===== src/rtl/otter_mmio_pkg.sv =====
// Shared address map and range limits for the OTTER MMIO hub.
// Interrupt logic in the hub is built only when OTTER_MMIO_IRQ_EN is defined.
package otter_mmio_pkg;

   localparam logic [31:0] SWITCHES_AD = 32'h1100_0000;
   localparam logic [31:0] BTN_AD      = 32'h1104_0000;
   localparam logic [31:0] OUT_BASE_AD = 32'h1108_0000;
   localparam logic [31:0] OUT_STRIDE  = 32'h0004_0000;
   localparam logic [31:0] IRQ_STAT_AD = 32'h1120_0000;
   localparam logic [31:0] IRQ_MASK_AD = 32'h1124_0000;

   localparam int MAX_NUM_OUT = 8;
   localparam int MAX_NUM_BTN = 8;

   function automatic logic [31:0] out_ad(input int unsigned idx);
      return OUT_BASE_AD + (OUT_STRIDE * 32'(idx));
   endfunction

endpackage


===== src/rtl/otter_btn_debounce.sv =====
// One button: 2-flop synchronizer, saturating debounce counter and
// a single-cycle press pulse on each accepted 0->1 transition.
module otter_btn_debounce #(
   parameter int DB_CYCLES = 20000
)(
   input  logic CLK,
   input  logic RST_N,
   input  logic btn_i,
   output logic db_o,
   output logic press_o
);

   localparam int CNT_W = $clog2(DB_CYCLES + 1);
   localparam logic [CNT_W-1:0] CNT_LAST = CNT_W'(DB_CYCLES - 1);

   logic             meta_q, sync_q;
   logic             db_q, db_d;
   logic             press_q, press_d;
   logic [CNT_W-1:0] cnt_q, cnt_d;

   // Count consecutive disagreements; the last one flips the level and clears the count.
   always_comb begin
      cnt_d = cnt_q;
      db_d  = db_q;
      if (sync_q == db_q) begin
         cnt_d = {CNT_W{1'b0}};
      end else if (cnt_q == CNT_LAST) begin
         cnt_d = {CNT_W{1'b0}};
         db_d  = ~db_q;
      end else begin
         cnt_d = cnt_q + CNT_W'(1);
      end
      press_d = db_d & ~db_q;
   end

   // Synchronizer, debounce state and press pulse registers.
   always_ff @(posedge CLK or negedge RST_N) begin
      if (!RST_N) begin
         meta_q  <= 1'b0;
         sync_q  <= 1'b0;
         db_q    <= 1'b0;
         press_q <= 1'b0;
         cnt_q   <= {CNT_W{1'b0}};
      end else begin
         meta_q  <= btn_i;
         sync_q  <= meta_q;
         db_q    <= db_d;
         press_q <= press_d;
         cnt_q   <= cnt_d;
      end
   end

   assign db_o    = db_q;
   assign press_o = press_q;

endmodule


===== src/rtl/otter_mmio_hub.sv =====
// OTTER MMIO hub: switches, debounced buttons, output registers and
// button interrupts (interrupts present only with OTTER_MMIO_IRQ_EN defined).
module otter_mmio_hub
   import otter_mmio_pkg::*;
#(
   parameter int NUM_OUT   = 2,
   parameter int SW_W      = 16,
   parameter int NUM_BTN   = 4,
   parameter int DB_CYCLES = 20000
)(
   input  logic                     CLK,
   input  logic                     RST_N,
   input  logic [31:0]              IOBUS_ADDR,
   input  logic [31:0]              IOBUS_OUT,
   input  logic                     IOBUS_WR,
   output logic [31:0]              IOBUS_IN,
   input  logic [SW_W-1:0]          SWITCHES,
   input  logic [NUM_BTN-1:0]       BTNS,
   output logic [NUM_OUT-1:0][31:0] OUT_REGS,
   output logic [NUM_BTN-1:0]       BTN_DB,
   output logic                     INTR
);

   logic [SW_W-1:0]          sw_meta_q, sw_sync_q;
   logic [NUM_OUT-1:0][31:0] out_q, out_d;
   logic [NUM_BTN-1:0]       press_s, db_s, stat_rd_s, mask_rd_s;
   logic [31:0]              out_rd_s, rd_s;

   // Switch synchronizer.
   always_ff @(posedge CLK or negedge RST_N) begin
      if (!RST_N) begin
         sw_meta_q <= {SW_W{1'b0}};
         sw_sync_q <= {SW_W{1'b0}};
      end else begin
         sw_meta_q <= SWITCHES;
         sw_sync_q <= sw_meta_q;
      end
   end

   // Output register write decode.
   always_comb begin
      out_d = out_q;
      for (int i = 0; i < NUM_OUT; i++) begin
         if (IOBUS_WR && (IOBUS_ADDR == out_ad(i))) begin
            out_d[i] = IOBUS_OUT;
         end else begin
            out_d[i] = out_q[i];
         end
      end
   end

   // Output registers.
   always_ff @(posedge CLK or negedge RST_N) begin
      if (!RST_N) begin
         out_q <= '{default: 32'h0};
      end else begin
         out_q <= out_d;
      end
   end

   for (genvar k = 0; k < NUM_BTN; k++) begin : g_btn
      otter_btn_debounce #(.DB_CYCLES(DB_CYCLES)) u_debounce (
         .CLK     (CLK),
         .RST_N   (RST_N),
         .btn_i   (BTNS[k]),
         .db_o    (db_s[k]),
         .press_o (press_s[k])
      );
   end

`ifdef OTTER_MMIO_IRQ_EN
   logic [NUM_BTN-1:0] stat_q, stat_d, mask_q, mask_d;
   logic               intr_q, intr_d;

   // Press sets are OR-ed in after the W1C clear so a coincident press wins.
   always_comb begin
      if (IOBUS_WR && (IOBUS_ADDR == IRQ_STAT_AD)) begin
         stat_d = (stat_q & ~IOBUS_OUT[NUM_BTN-1:0]) | press_s;
      end else begin
         stat_d = stat_q | press_s;
      end
      if (IOBUS_WR && (IOBUS_ADDR == IRQ_MASK_AD)) begin
         mask_d = IOBUS_OUT[NUM_BTN-1:0];
      end else begin
         mask_d = mask_q;
      end
      intr_d = |(stat_q & mask_q);
   end

   // Interrupt status, mask and request registers.
   always_ff @(posedge CLK or negedge RST_N) begin
      if (!RST_N) begin
         stat_q <= {NUM_BTN{1'b0}};
         mask_q <= {NUM_BTN{1'b0}};
         intr_q <= 1'b0;
      end else begin
         stat_q <= stat_d;
         mask_q <= mask_d;
         intr_q <= intr_d;
      end
   end

   assign stat_rd_s = stat_q;
   assign mask_rd_s = mask_q;
   assign INTR      = intr_q;
`else
   logic unused_press_s;

   assign unused_press_s = ^press_s;
   assign stat_rd_s      = {NUM_BTN{1'b0}};
   assign mask_rd_s      = {NUM_BTN{1'b0}};
   assign INTR           = 1'b0;
`endif

   // Read mux; every unmatched address falls through to zero.
   always_comb begin
      out_rd_s = 32'h0;
      for (int i = 0; i < NUM_OUT; i++) begin
         out_rd_s = out_rd_s | ((IOBUS_ADDR == out_ad(i)) ? out_q[i] : 32'h0);
      end
      if (IOBUS_ADDR == SWITCHES_AD) begin
         rd_s = 32'(sw_sync_q);
      end else if (IOBUS_ADDR == BTN_AD) begin
         rd_s = 32'(db_s);
      end else if (IOBUS_ADDR == IRQ_STAT_AD) begin
         rd_s = 32'(stat_rd_s);
      end else if (IOBUS_ADDR == IRQ_MASK_AD) begin
         rd_s = 32'(mask_rd_s);
      end else begin
         rd_s = out_rd_s;
      end
   end

   assign IOBUS_IN = rd_s;
   assign OUT_REGS = out_q;
   assign BTN_DB   = db_s;

endmodule


===== config.mk =====
export PLATFORM = sky130hd
export DESIGN_NAME = otter_mmio_hub
export DESIGN_NICKNAME = d
export VERILOG_FILES = /design/src/rtl/otter_mmio_pkg.sv /design/src/rtl/otter_btn_debounce.sv /design/src/rtl/otter_mmio_hub.sv
export SDC_FILE = /design/constraint.sdc
export NUM_CORES = 1
export LEC_CHECK = 0
export ABC_AREA = 0
export CORE_MARGIN = 1.5
export CORE_UTILIZATION = 35
export CTS_CLUSTER_SIZE = 10
export DETAILED_ROUTE_END_ITERATION = 8
export GPL_TIMING_DRIVEN = 0
export PLACE_DENSITY = 0.63
export RECOVER_POWER = 50
export REMOVE_ABC_BUFFERS = 1
export SYNTH_ARGS = -nofsm -noshare
export SYNTH_HDL_FRONTEND = slang
export SYNTH_HIERARCHICAL = 1
export SYNTH_SLANG_ARGS = --single-unit

===== constraint.sdc =====
create_clock -name CLK -period 4.2 [get_ports CLK]
set_input_delay 0.84 -clock CLK [delete_from_list [all_inputs] [get_ports CLK]]
set_output_delay 0.84 -clock CLK [all_outputs]
set_load 0.02 [all_outputs]

==> results.md <==
* Non-filler cells, final at 1064
* Clk_skew at slightly above 0.009 ns
* Overall via count from detail_route at 5226
* Pwr Density at 350 mW/mm²
* Mapped Avg Cell Area at 12.8 µm²
* DP Wirelength at 13.6 mm
* Fin crit share at 96.9%
* Synth Cell Area at approximately 0.0076 mm²
* Num ports at 188
* Worst Reg-to-Reg Cells at 5
* CP Class: primary input to output pin
* Die W at 150 µm
* CTS tree: yes
* Total power at 3.63 mW
* DRC violation count after routing at 0
* Type of destination of the critical path: output pin
* TritonCTS buffer count at 17
* Filler cells at 1878
* Placed inst area at slightly below 0.01 mm²
* F_max at 246 MHz
* Total GRT Usage at 17.4%
* Clock buffer depth at 2
* Largest net degree at the start of global routing at 87
* RSZ-0062 raised after global routing: no
* Die Y at between 150 and 200 µm
* CP arrival at between 3 and 4 ns
* CTS Sinks at 168
* Hold crit path type: flop to flop
* YS warnings at 6
* First-pass GRT wire length at 30.2 mm
* Worst hold path cell count at 0
* Place WS at -0.996 ns
* Worst setup margin at 0.132 ns
* GPL Wtd Cong at between 0.7 and 0.8
* Final Hold Fails at 0
* Worst vdd ir at between 0.0002 and 0.0003 V
* Iter 0 DRT Violations at 192
* Status: finished with violations
* Clk root buf: clkbuf_16
* Worst-margin pin slew at 2.08 ns
* Final Max Slew Viols at 84
* Final min period at between 4 and 5 ns
* Share of layout cells above drive strength 1 at 18.3%
* H-tree depth at 4
* Row count at 53
* Worst Setup Start Kind: primary input
* Leakage power at 4.59 nW
* Post-Syn Instances at 591
* Port Buf Inserts at 186
* Slew margin rel. at -39.0%
* Area grow syn2layout at 36.6%
* Max Cap Viol at 1
* Gr ovfl total at 0
* Fin nets at 868
* Antenna diodes at 0
* Failing checks: capacitance limit, slew limit
* Worst Hold Slack at roughly 0.35 ns
* Multi-input gate area at between 0.003 and 0.004 mm²
* Worst-path fanout max at 16
* Clk_lat worst skew at about 0.42 ns
* Wirelength per Cell at 17.9 µm
* Final wirelength at 19.0 mm
* Initial antenna violation count at 0
* Hold_buf cts at 0
* DR vias/cell at 4.91
* Post-layout instance area at 0.0104 mm²
* Drt first pass iters at 4
* Vias in the first global route at 5554
* Starting Density at a little over a third
* Reg clk slew, reported paths at 0.06 ns
* Core ar. at 0.0212 mm²
* Die area at 0.0226 mm²
* Final setup viols at 0
* Cells after DPL at 1032
* Post-route ant nets at 0
* Sequential cell area at 0.00420 mm²
* WP data required at 3.36 ns
-- timing repair --
action,4_1_cts,5_1_grt
setup endpoints to repair,32,12
setup buffers,0,1
pin swaps,0,1
resized for setup,12,3
endpoints found under the hold margin,0,0
-- state kept, by name, summed over array words and instances (netlist names) --
| register | count |
|---|---|
| OUT_REGS | 64 |
| g_btn.u_debounce/cnt_q | 60 |
| g_btn.u_debounce/db_o | 4 |
| g_btn.u_debounce/meta_q | 4 |
| g_btn.u_debounce/sync_q | 4 |
| sw_meta_q | 16 |
| sw_sync_q | 16 |
-- final timing paths --
| path | slack, ns | startpoint | endpoint |
|---|---|---|---|
| max in group asynchronous | 0.95 | RST_N | sw_sync_q[1] |
| setup reg to reg | 2.40 | g_btn[1].u_debounce/cnt_q[0] | g_btn[1].u_debounce/cnt_q[8] |
| setup / recovery | 0.13 | IOBUS_ADDR[7] | IOBUS_IN[28] |
| min in group asynchronous | 0.99 | RST_N | sw_sync_q[7] |
| hold reg to reg | 0.35 | g_btn[0].u_debounce/meta_q | g_btn[0].u_debounce/sync_q |
| hold / removal | 0.35 | g_btn[0].u_debounce/meta_q | g_btn[0].u_debounce/sync_q |
-- per-layer routing --
metal	up-vias	global-route usage, %	share of wire, %
met3	13	5.79	6.3
li1	2445	-	-
met5	-	0	0
met2	127	28.6	50
met1	2641	21.6	43
met4	0	5.34	1.2
-- power breakdown --
part	leakage, nW	switching, mW	internal [mW]	total (mW)
Sequential	2.24	0.0155	1.65	1.66
Combinational	2.02	0.0897	0.0941	0.184
Clock	0.330	0.631	1.15	1.78
Total	4.59	0.737	2.89	3.63
-- cell type report --
class                   count  area share (%)
clock inverters            11            2.13
well taps                 275            3.32
repair buffers            195            19.0
clock buffers              20            4.41
inverters                   1          0.0362
multi-input cells         394            30.5
flip-flops and latches    168            40.6
-- through the flow --
stage	util (%)	setup TNS, ns
2_1_floorplan	-	0
3_3_place_gp	45.2	-878.73
3_5_place_dp	45.8	-30.50
4_1_cts	49.2	0
5_1_grt	49.0	0
6_report	49.0	0
-- cell usage in the layout, fill, tap and decap left out, types with 5 or more instances in the layout --
master             n
nor3_1             7
xor2_1            33
bufinv_16          6
nand2_1           15
and3_1             8
clkbuf_16         17
nand4_1           22
mux2_2            60
and2_1             5
a21oi_1           12
nor4_4             9
nand3_1           12
dfrtp_1          168
xnor2_1           23
clkdlybuf4s50_1  162
dlygate4sd3_1     20
nor2_1            98
mux2i_1           28
and4_1            10
-- worst max-delay path, cell delays in order --
cell	delay, ns
clkdlybuf4s50_1	0.43
nor4_1	0.45
and4_4	0.41
nand3_4	0.23
nor2_1	0.20
clkdlybuf4s50_1	0.64
(Power assumes the default switching activity.)
